<file path="config.mk">
export PLATFORM = sky130hd
export DESIGN_NAME = vec_assembler
export DESIGN_NICKNAME = d
export VERILOG_FILES = /design/src/rtl/vec_assembler_pkg.sv /design/src/rtl/vec_assembler.sv
export SDC_FILE = /design/constraint.sdc
export NUM_CORES = 1
export LEC_CHECK = 0
export CAP_MARGIN = 0
export CORE_UTILIZATION = 49
export DETAILED_ROUTE_END_ITERATION = 8
export GPL_TIMING_DRIVEN = 0
export PLACE_DENSITY = 0.74
export SLEW_MARGIN = 20
export SYNTH_ARGS = -nofsm -noshare
export SYNTH_HDL_FRONTEND = slang
export SYNTH_SLANG_ARGS = --single-unit
</file>
<file path="constraint.sdc">
create_clock -name clk -period 1.3 [get_ports clk]
set_input_delay 0.39 -clock clk [delete_from_list [all_inputs] [get_ports clk]]
set_output_delay 0.39 -clock clk [all_outputs]
set_load 0.02 [all_outputs]
</file>
<file path="src/rtl/vec_assembler_pkg.sv">
// Shared sizing for the chunked fetch -> assembler -> reduction-tree path.
// Element type and the default vector and chunk geometry.
`ifndef MAX_EMBEDDING_DIM
`define MAX_EMBEDDING_DIM 8
`endif
`ifndef INTEGER_WIDTH
`define INTEGER_WIDTH 8
`endif

package vec_assembler_pkg;
  localparam int VEC_LEN_DEF    = `MAX_EMBEDDING_DIM;
  localparam int CHUNK_LEN_DEF  = 4;
  localparam int W_DEF          = 2 * `INTEGER_WIDTH;
  localparam int CHUNKS_PER_VEC = VEC_LEN_DEF / CHUNK_LEN_DEF;

  typedef logic signed [W_DEF-1:0] elem_t;
endpackage

</file>
<file path="src/rtl/vec_assembler.sv">
// Collects CHUNK_LEN-element beats into one VEC_LEN-element vector. One vector
// can be under construction while a finished one waits in the output register.
module vec_assembler
  import vec_assembler_pkg::*;
#(
  parameter int VEC_LEN    = VEC_LEN_DEF,
  parameter int CHUNK_LEN  = CHUNK_LEN_DEF,
  parameter int W          = W_DEF,
  parameter int NUM_CHUNKS = VEC_LEN / CHUNK_LEN
) (
  input  logic                clk,
  input  logic                rst,
  input  logic                vld_in,
  output logic                rdy_out,
  input  logic signed [W-1:0] chunk_in [CHUNK_LEN],
  input  logic                last_in,
  output logic                vld_out,
  input  logic                rdy_in,
  output logic signed [W-1:0] vec_out [VEC_LEN]
);
  localparam int IW = (NUM_CHUNKS > 1) ? $clog2(NUM_CHUNKS) : 1;

  typedef logic signed [W-1:0] el_t;

  el_t           fill_q [VEC_LEN];
  el_t           fill_d [VEC_LEN];
  el_t           out_q  [VEC_LEN];
  el_t           out_d  [VEC_LEN];
  el_t           merged [VEC_LEN];
  logic [IW-1:0] idx_q, idx_d;
  logic          pend_q, pend_d;
  logic          oval_q, oval_d;
  logic          acc, slot_free, done;

  assign rdy_out   = !pend_q;
  assign vld_out   = oval_q;
  assign vec_out   = out_q;
  assign acc       = vld_in && !pend_q;
  assign slot_free = !oval_q || rdy_in;
  assign done      = acc && (last_in || idx_q == IW'(NUM_CHUNKS - 1));

  // fill_buf is zeroed whenever it hands off, so unwritten slots read as 0.
  always_comb begin
    merged = fill_q;
    for (int c = 0; c < NUM_CHUNKS; c++)
      if (idx_q == IW'(c))
        for (int k = 0; k < CHUNK_LEN; k++)
          merged[c*CHUNK_LEN + k] = chunk_in[k];
  end

  always_comb begin
    fill_d = fill_q;
    out_d  = out_q;
    idx_d  = idx_q;
    pend_d = pend_q;
    oval_d = oval_q;
    if (oval_q && rdy_in) oval_d = 1'b0;
    if (pend_q && slot_free) begin
      out_d  = fill_q;
      oval_d = 1'b1;
      pend_d = 1'b0;
      fill_d = '{default: '0};
    end else if (acc) begin
      if (done) begin
        idx_d = '0;
        if (slot_free) begin
          out_d  = merged;
          oval_d = 1'b1;
          fill_d = '{default: '0};
        end else begin
          fill_d = merged;
          pend_d = 1'b1;
        end
      end else begin
        fill_d = merged;
        idx_d  = IW'(idx_q + 1'b1);
      end
    end
  end

  always_ff @(posedge clk) begin
    if (rst) begin
      fill_q <= '{default: '0};
      out_q  <= '{default: '0};
      idx_q  <= '0;
      pend_q <= 1'b0;
      oval_q <= 1'b0;
    end else begin
      fill_q <= fill_d;
      out_q  <= out_d;
      idx_q  <= idx_d;
      pend_q <= pend_d;
      oval_q <= oval_d;
    end
  end
endmodule

</file>
==> results of run 1 <==
## registers in the layout, indices dropped and copies added, names as in the netlist
register and cells:
idx_q 1, vec_out 128, vld_out 1, fill_q 128, pend_q 1
## path summary, 6_finish.rpt
kind / startpoint / to / slack (ns) / cells after the start
worst min register to register: fill_q[115] / fill_q[115] / 0.48 / 2
worst max-delay path: pend_q / fill_q[85] / -0.43 / 7
worst min-delay path: chunk_in[59] / fill_q[123] / 0.48 / 3
worst max register to register: pend_q / fill_q[85] / -0.43 / 7
## worst max-delay path, delay by kind of cell (launching register included)
kind	cells	cell delay, ns
AND/OR/NAND/NOR	1	0.29
flip-flops	1	0.36
buffers and inverters	4	0.64
AO/OA/AOI/OAI	2	0.33
## layout make-up
cell class | count | share of cell area (%)
multi-input combinational | 950 | 41.33
clock inverter | 16 | 0.8231
inverter | 2 | 0.05026
timing repair buffer | 288 | 16.56
buffer | 158 | 8.199
clock buffer | 37 | 4.046
tap | 324 | 2.036
sequential | 259 | 26.96
## cell families (layout without fill, tap and decap cells)
group,Yosys count,after routing,synth area share (%)
buf+inv,161,501,8.303
mux,92,92,7.554
compound gates,388,388,24.81
flops,259,259,42.53
simple gates,470,470,16.80
## through the flow
stage | setup WS [ns] | setup TNS [ns] | instances
finish | -0.4327 | -96.89 | 2034
global route | -0.4829 | -107.33 | 2034
CTS | -0.4399 | -72.42 | 1984
detailed placement | -1.222 | -244.10 | 1892
global placement | -1.263 | -242.85 | 1892
floorplan | -0.04053 | -5.490 | 1370
## synth_stat cells
| library cell | count | area [um2] |
|---|---|---|
| dfxtp_1 | 259 | 5185 |
| nand2_1 | 202 | 758.2 |
| nor3_1 | 131 | 655.6 |
| o32ai_1 | 128 | 1121 |
| nor2_1 | 95 | 356.6 |
| mux2i_1 | 92 | 920.9 |
| a211oi_1 | 91 | 683.2 |
| a21boi_0 | 91 | 683.2 |
| buf_2 | 58 | 290.3 |
| clkbuf_1 | 50 | 187.7 |
| nor2b_1 | 39 | 244.0 |
| a21oi_1 | 38 | 190.2 |
| a221oi_1 | 37 | 324.1 |
| buf_6 | 25 | 281.5 |
| buf_4 | 14 | 105.1 |
| buf_8 | 7 | 105.1 |
| buf_1 | 4 | 15.01 |
| inv_1 | 2 | 7.510 |
| buf_12 | 1 | 20.02 |
| nand2b_1 | 1 | 6.260 |
| nor3b_4 | 1 | 18.77 |
| o211ai_1 | 1 | 7.510 |
| o21a_1 | 1 | 7.510 |
| o31ai_1 | 1 | 7.510 |
| or3b_2 | 1 | 8.760 |
## what timing repair did
| item | CTS | global route |
|---|---|---|
| hold endpoints to repair | 0 | 0 |
| setup buffers | 31 | 34 |
| pin swaps | 18 | 102 |
| cloned | 8 | 18 |
| resized for setup | 1109 | 435 |
| setup endpoints to repair | 389 | 389 |
## power by group through the flow
stage | logic, mW | registers, mW | clock network (mW)
finish | 4.97 | 8.88 | 8.50
global placement | 3.29 | 8.88 | 0
CTS | 3.79 | 8.81 | 8.43
floorplan | 1.86 | 9.07 | 0
detailed placement | 3.33 | 8.90 | 0
global route | 5.18 | 8.91 | 8.80
## placed cells by master (no fill, tap or decap), types with 8 or more instances in the layout
cell / Yosys / layout
a211oi_1: 91 / 18
a211oi_2: 0 / 72
a21boi_0: 91 / 27
a21boi_1: 0 / 41
a21boi_2: 0 / 23
a21oi_1: 38 / 34
a221oi_1: 37 / 13
a221oi_2: 0 / 20
buf_12: 1 / 24
buf_2: 58 / 13
buf_4: 14 / 76
buf_6: 25 / 164
buf_8: 7 / 27
clkbuf_16: 0 / 46
clkbuf_2: 0 / 30
clkbuf_4: 0 / 18
clkdlybuf4s50_1: 0 / 66
clkinv_2: 0 / 10
dfxtp_1: 259 / 128
dfxtp_2: 0 / 123
dfxtp_4: 0 / 8
mux2i_1: 92 / 73
mux2i_2: 0 / 17
nand2_1: 202 / 201
nor2_1: 95 / 93
nor2b_1: 39 / 32
nor3_1: 131 / 86
nor3_2: 0 / 35
nor3_4: 0 / 10
o32ai_2: 0 / 107
o32ai_4: 0 / 17
## routing by layer
metal,vias up,GRT usage (%),share of wire (%)
met2,818,51.25,48
met3,208,4.909,8.6
met4,0,12.37,5.1
met5,-,0,0
met1,6417,42.51,39
li1,5714,-,-
==> run metrics, run 1 <==
status=complete, but fails checks; failing checks=negative setup slack; CTS root buf=clkbuf_16; drt total wl=49.30 mm; internal power=15.78 mW; slowest stage delay, CP=0.36 ns; vias in the first global route=11931; unrepaired setup endpoints after global routing=yes; GPL Wtd Cong=0.8989; die area=25510 um2; # diodes=0; via/cell ratio=6.469; type of the tightest min-delay check=in2reg; Max IR drop VDD=1.015 mV; Slew @ Worst Pin=0.6064 ns; slowest CP cell=dfxtp_4; crit-path cells=buf_4, nor3_4, o31ai_4, buf_4, buf_8, buf_8, a211oi_1; Lkg Pwr=7.356 nW; I/O pin total=199; syn_area_per_cell=8.898 um2; net load switching power=6.575 mW; clock transition at the registers of the reported paths=0.06 ns; worst-path fanout max=10; Layout Utilization=81.65%; via count=13157; clock share of power=38.0%; area grow syn2layout=63.36%; critical path launch point type=flip-flop; crit end category=flip-flop; initial antenna violation count=1; Worst EP required=1.74 ns; initial core utilization=49.98%; Num CTS Buffers=29; Seq/Total Area, Yosys=42.53%; fin nets=1757; Sw Share=29.41%; Logic pwr share=22.2%; Yosys cell types=25; placed cell area=14840 um2; endpoints failing hold=0; Final ANT Viol Nets=0; syn_nets=1439; Fillers=1319; Max Freq=577.1 MHz; clk sinks=259; crit path kind=reg2reg; initial DRC count=1206; CTS tree=yes; All-Layer GR Usage=31.73%; Max-Cap Viols=0; Die Span Y=159.7 um; die width=159.7 um; Tcrit/Tclk final=133.3%; CTS Hold Bufs=0; Pins Over Slew Limit=0; Critical Path AT=2.18 ns; largest net degree at the start of global routing=15; GR Overflow Total=0; core box area=24390 um2; DPL Wire Length=26.84 mm; register area=5369 um2; Pwr Total=22.35 mW; layout cell share with drive strength beyond 1=51.64%; hold slack=0.4751 ns; share of power burned in registers=39.7%; clk_skew=0.01366 ns; area of the multi-input gates=8230 um2; synthesized cell area=12190 um2; Yosys warning count=0; first-pass GRT wire length=65.43 mm; Final setup viols=389; Synth Register Bits=259; Slew HR=59.58%; DR WL/cell=24.24 um; drt pass-1 iters=6; worst skew pair latency=0.56 ns; post-layout instance area=19910 um2; pwr dens=1122 nW/um2; Max clock buf depth=3; post-synthesis cell count=1370; Port Buffer Count=198; PnR worst setup slack=-0.4327 ns; row count=57; min Tclk post-route=1.733 ns; Post-route DRC=0; # H-tree levels=1
(Power assumes the default switching activity.)
==> run 2, diff against run 1 <==
Settings changed: CELL_PAD_IN_SITES_DETAIL_PLACEMENT from default to 0, CELL_PAD_IN_SITES_GLOBAL_PLACEMENT from default to 2, CORE_UTILIZATION 49 to 29, CTS_CLUSTER_SIZE from default to 25, GPL_TIMING_DRIVEN 0 to default, PLACE_DENSITY 0.74 to 0.72.
==> run metrics, run 2 (synthesized netlist as in run 1, its figures left out) <==
status=complete, but fails checks; failing checks=design-rule violations, negative setup slack; Final ANT Viol Nets=0 (unchanged); register area=5370 um2 (about the same); layout cell share with drive strength beyond 1=45.75% (-5.9 points); die area=42860 um2 (+68%); worst-path fanout max=9 (-1); area grow syn2layout=67.18%; # diodes=0 (unchanged); worst skew pair latency=0.57 ns (about the same); Buf/Inv on CP=5 (+1); Lkg Pwr=7.728 nW (+5.1%); Max Freq=612.8 MHz (+6.2%); drt pass-1 iters=7 (+1); clk sinks=259 (unchanged); GR Overflow Total=0 (unchanged); placed cell area=16190 um2 (+9.1%); Final setup viols=387 (-0.51%); PnR worst setup slack=-0.3319 ns (+0.1008 ns); vias in the first global route=11756 (-1.5%); min Tclk post-route=1.632 ns (-0.1008 ns); via/cell ratio=5.383 (-17%); Post-route DRC=10 (+10); Slew @ Worst Pin=0.4632 ns (-0.1432 ns); type of the tightest min-delay check=in2reg; fin nets=1803 (+2.6%); Die Span Y=207.0 um (+30%); largest net degree at the start of global routing=55 (+40); row count=74 (+30%); Fillers=3848 (+190%); post-layout instance area=20380 um2 (+2.3%); drt total wl=49.42 mm (+0.26%); via count=12289 (-6.6%); initial DRC count=579 (-52%); pre-CTS setup slack=-0.7528 ns (+0.4688 ns); GPL Wtd Cong=0.7591 (-16%); unrepaired setup endpoints after global routing=yes; clock transition at the registers of the reported paths=0.06 ns (about the same); Max IR drop VDD=0.9963 mV (-1.8%); critical path launch point type=flip-flop; DR WL/cell=21.65 um (-11%); crit end category=flip-flop; Layout Utilization=49.57% (-32 points); CTS root buf=clkbuf_16; # H-tree levels=1 (unchanged); pwr dens=1084 nW/um2 (-3.4%); Slew HR=69.12% (+9.5 points); Port Buffer Count=198 (unchanged); crit path kind=reg2reg; CTS tree=yes; Non-Filler Instances=2283 (+12%); Critical Path AT=2.13 ns (-0.05 ns); Max-Cap Viols=0 (unchanged); slowest stage delay, CP=0.36 ns (about the same); Pins Over Slew Limit=0 (unchanged); area of the multi-input gates=7422 um2 (-9.8%); most frequent cells in the layout=185 x nand2_1, 162 x buf_4, 152 x buf_6; DPL Wire Length=27.71 mm (+3.2%); Max clock buf depth=3 (unchanged); first-pass GRT wire length=71.24 mm (+8.9%); endpoints failing hold=0 (unchanged); core box area=41110 um2 (+69%); crit-path cells=buf_12, buf_12, buf_6, nor3b_4, buf_6, buf_8, nand2_1, a21oi_1; I/O pin total=199 (unchanged); clk_skew=0.01034 ns (-0.003322 ns); CP delay by family, top=buffers and inverters; All-Layer GR Usage=20.74% (-11 points); die width=207.0 um (+30%); Num CTS Buffers=31 (+6.9%); Worst EP required=1.80 ns (+0.06 ns); initial core utilization=29.65% (-20 points); initial antenna violation count=0 (-1); Tcrit/Tclk final=125.5% (-7.8 points); CTS Hold Bufs=0 (unchanged); slowest CP cell=dfxtp_4; placed cell count=2134 (+13%); commonest non-fill, non-tap cell in the layout=nand2_1
-- run 2: cell types whose count changed in the layout (fill, tap and decap cells not counted), sizes merged, moves of 2 or more --
cell | previous run | this run
clkinvlp | 2 | 0
clkinv | 10 | 5
buf | 307 | 399
dlygate4sd2 | 2 | 0
bufinv | 3 | 0
clkbuf | 106 | 64
clkdlybuf4s50 | 66 | 68
-- run 2: worst paths after layout --
path,cells past startpoint,slack [ns],end,startpoint
worst max register to register,8,-0.33,fill_q[89],pend_q
worst max-delay path,8,-0.33,fill_q[89],pend_q
worst min register to register,2,0.47,fill_q[126],fill_q[126]
worst min-delay path,3,0.47,fill_q[90],chunk_in[26]
-- run 2: final cells by class --
type | count | area share [%]
multi-input combinational | 950 | 36.42
inverter | 2 | 0.1289
clock buffer | 44 | 4.292
clock inverter | 6 | 0.1842
sequential | 259 | 26.35
tap | 532 | 3.266
timing repair buffer | 490 | 29.36
-- run 2: metal layers --
layer	up-vias	part of all wire [%]	track usage (%)
met2	298	46	32.56
met1	6112	47	29.74
met5	-	0	0
met3	61	4.7	3.017
li1	5818	-	-
met4	0	2.1	4.889
-- run 2: tightest hold or removal path: stages --
cell	delay, ns
clkdlybuf4s50_1	0.46
nand2_1	0.08
a21oi_1	0.05
-- run 2: power by group --
group | internal [mW] | total (mW) | switching [mW]
Combinational | 2.69 | 5.16 | 2.48
Clock | 4.61 | 8.08 | 3.47
Sequential | 8.44 | 8.85 | 0.411
-- run 2: metrics by stage --
stage	TNS (ns)	hold WS [ns]	power [mW]
floorplan	-5.490	0.4476	10.93
global placement	-174.89	0.4576	12.75
detailed placement	-181.98	0.4661	12.78
CTS	-81.84	0.4328	21.45
global route	-100.46	0.4637	22.95
finish	-82.34	0.4653	22.09
-- run 2: timing repair --
action	CTS	global route
endpoints found under the setup margin	387	387
resized for setup	980	219
pin swaps	1	37
buffers inserted	34	28
gates cloned	14	26
==> run 3, diff against run 2 <==
Settings changed: ABC_AREA from default to 1, CORE_UTILIZATION 29 to 26, PLACE_DENSITY 0.72 to 0.73.
==> run metrics, run 3 <==
Num CTS Buffers=35 (+13%); first-pass GRT wire length=75.01 mm (+5.3%); fin nets=2349 (+30%); Worst EP required=1.73 ns (-0.07 ns); FF-to-FF setup slack=-0.26 ns (+0.07 ns); Max Freq=639.5 MHz (+4.4%); vias in the first global route=13283 (+13%); Async SR Flop Fraction=0% (unchanged); die area=49770 um2 (+16%); commonest cells in the netlist=772 x nand2_1, 385 x nand3_1, 259 x dfxtp_1; post-layout instance area=20240 um2 (-0.69%); Critical Path AT=1.99 ns (-0.14 ns); synthesized cell area=12710 um2 (+4.2%); CTS tree=yes; crit end category=flip-flop; syn_area_per_cell=6.409 um2 (-28%); met1 Usage GRT=25.36% (-4.4 points); Final setup viols=389 (+0.52%); commonest non-fill, non-tap cell in the layout=nand2_1; GR met3 Demand/Resource=2.911% (-0.11 points); clk sinks=259 (unchanged); clk_skew=0.01691 ns (+0.006569 ns); clock transition at the registers of the reported paths=0.06 ns (about the same); via count=14320 (+17%); min-delay src=rst; placed cell area=16390 um2 (+1.2%); Pwr Total=23.92 mW (+8.3%); DR WL/cell=17.92 um (-17%); most frequent cell after synthesis=nand2_1; Worst R2R Start=pend_q; Yosys cell types=17 (-32%); status=complete, but fails checks; Tcrit/Tclk final=120.3% (-5.2 points); Pins Over Slew Limit=0 (unchanged); drt total wl=52.37 mm (+6.0%); Fillers=4845 (+26%); post-synth top area share=40.80% (-1.7 points); FF-to-FF path depth=8 (unchanged); largest area contributor in the netlist=dfxtp_1; # H-tree levels=2 (+1); layout cell share with drive strength beyond 1=31.50% (-14 points); unrepaired setup endpoints after global routing=yes; row count=80 (+8.1%); PnR worst setup slack=-0.2637 ns (+0.06820 ns); most frequent cells in the layout=703 x nand2_1, 384 x nand3_1, 143 x buf_6; largest net degree at the start of global routing=65 (+18%); CTS root buf=clkbuf_16; ys flop type=dfxtp_1; Lkg Pwr=9.360 nW (+21%); Seq/Total Area, Yosys=40.80% (-1.7 points); Max-Cap Viols=0 (unchanged); post-synthesis cell count=1983 (+45%); failing checks=negative setup slack; type of the tightest min-delay check=in2reg; Max IR drop VDD=0.6209 mV (-38%); Yosys warning count=0 (unchanged); Port Buffer Count=198 (unchanged); Slew @ Worst Pin=0.4866 ns (+0.02335 ns); crit path kind=reg2reg; initial antenna violation count=3 (+3); Slew HR=67.56% (-1.6 points); drt pass-1 iters=5 (-2); Synth Register Bits=259 (unchanged); WHS Endpoint=vec_out[77]; I/O pin total=199 (unchanged); endpoints failing hold=0 (unchanged); hold path depth=3 (unchanged); worst skew pair latency=0.54 ns (-0.03 ns); Post-synth EDFFs=0 (unchanged); pwr dens=1182 nW/um2 (+9.0%); busiest grt layer=met2; critical path launch point type=flip-flop; min Tclk post-route=1.564 ns (-0.06820 ns); via/cell ratio=4.901 (-9.0%); met2 Usage GRT=31.12% (-1.4 points); worst-path fanout max=6 (-3); r2r endpoint=fill_q[57]; syn_nets=2052 (+43%); die width=223.1 um (+7.8%); Post-route DRC=0 (-10); initial core utilization=26.51% (-3.1 points); CTS Hold Bufs=0 (unchanged); core box area=47950 um2 (+17%); top cells by area, synth=dfxtp_1 41%, nand2_1 23%, nand3_1 15%, a21oi_1 5.1%, o21ai_0 5.1%; initial DRC count=854 (+47%); hold slack=0.2528 ns (-0.2125 ns); DPL Wire Length=29.09 mm (+5.0%); Max clock buf depth=3 (unchanged); area grow syn2layout=59.26%; Final ANT Viol Nets=0 (unchanged); Layout Utilization=42.21% (-7.4 points); GPL Wtd Cong=0.7525 (-0.87%); All-Layer GR Usage=18.95% (-1.8 points); Die Span Y=223.1 um (+7.8%); GR Overflow Total=0 (unchanged)
==> run 3: cell count changes after synthesis, sizes merged, moves of 91 or more <==
cell	previous run	this run
o32ai	128	0
o21ai	0	129
nor3	131	0
a21oi	38	129
nand3	0	386
nand2	202	773
mux2i	92	0
a21boi	91	0
==> run 3: cell families after synthesis <==
group / synth area share, %
AND/OR/NAND/NOR: 42.03
buffers and inverters: 6.902
AO/OA/AOI/OAI: 10.27
flip-flops: 40.80
==> run 3: critical path, stage by stage, from the launching register on <==
cell,delay (ns)
dfxtp_4,0.36
buf_12,0.13
nor2_8,0.12
nand3_4,0.13
buf_6,0.15
nand3_4,0.13
buf_12,0.18
clkbuf_16,0.18
nor2_1,0.04
==> run 3: worst max-delay path by stage <==
stage / startpoint / to / slack [ns] / cells after the start
6_report: pend_q / fill_q[57] / -0.26 / 8
5_1_grt: pend_q / fill_q[57] / -0.32 / 8
4_1_cts: pend_q / vec_out[27] / -0.25 / 8
3_5_place_dp: rdy_in / vec_out[111] / -0.72 / 8
3_3_place_gp: rdy_in / vec_out[44] / -0.74 / 10
2_1_floorplan: pend_q / rdy_out / -0.02 / 4
==> run 3: cell type report <==
class	count	area, um2	area share (%)
antenna	2	5.005	0.02473
clock inverter	7	63.81	0.3153
multi-input combinational	1549	7521	37.16
timing repair buffer	429	5386	26.61
sequential	259	5364	26.50
tap	615	769.5	3.802
clock buffer	55	1105	5.459
inverter	6	25.02	0.1236
==> run 3: through the flow <==
step / cells / setup slack, ns / TNS, ns
floorplan: 1983 / -0.02476 / -0.02476
global placement: 2779 / -0.7390 / -169.29
detailed placement: 2779 / -0.7160 / -171.75
CTS: 2873 / -0.2520 / -64.52
global route: 2920 / -0.3171 / -80.74
finish: 2922 / -0.2637 / -59.01
==> run 3: report_power, final <==
| group | internal [mW] | switching [mW] | total [mW] |
|---|---|---|---|
| sequential | 8.47 | 0.369 | 8.84 |
| combinational | 2.39 | 2.84 | 5.23 |
| clock | 6.03 | 3.82 | 9.85 |
==> run 3: per-layer routing <==
| layer | wire length [um] | up-vias | part of all wire [%] |
|---|---|---|---|
| li1 | - | 7129 | - |
| met1 | 24230 | 6826 | 46 |
| met2 | 25020 | 300 | 48 |
| met3 | 2012 | 63 | 3.8 |
| met4 | 1088 | 2 | 2.1 |
| met5 | 11 | - | 0.021 |
==> run 3: repair_timing <==
item	in CTS	in global routing
resized for setup	948	266
buffers inserted	21	19
endpoints found under the setup margin	387	387
pin swaps	5	99
cloned	12	29
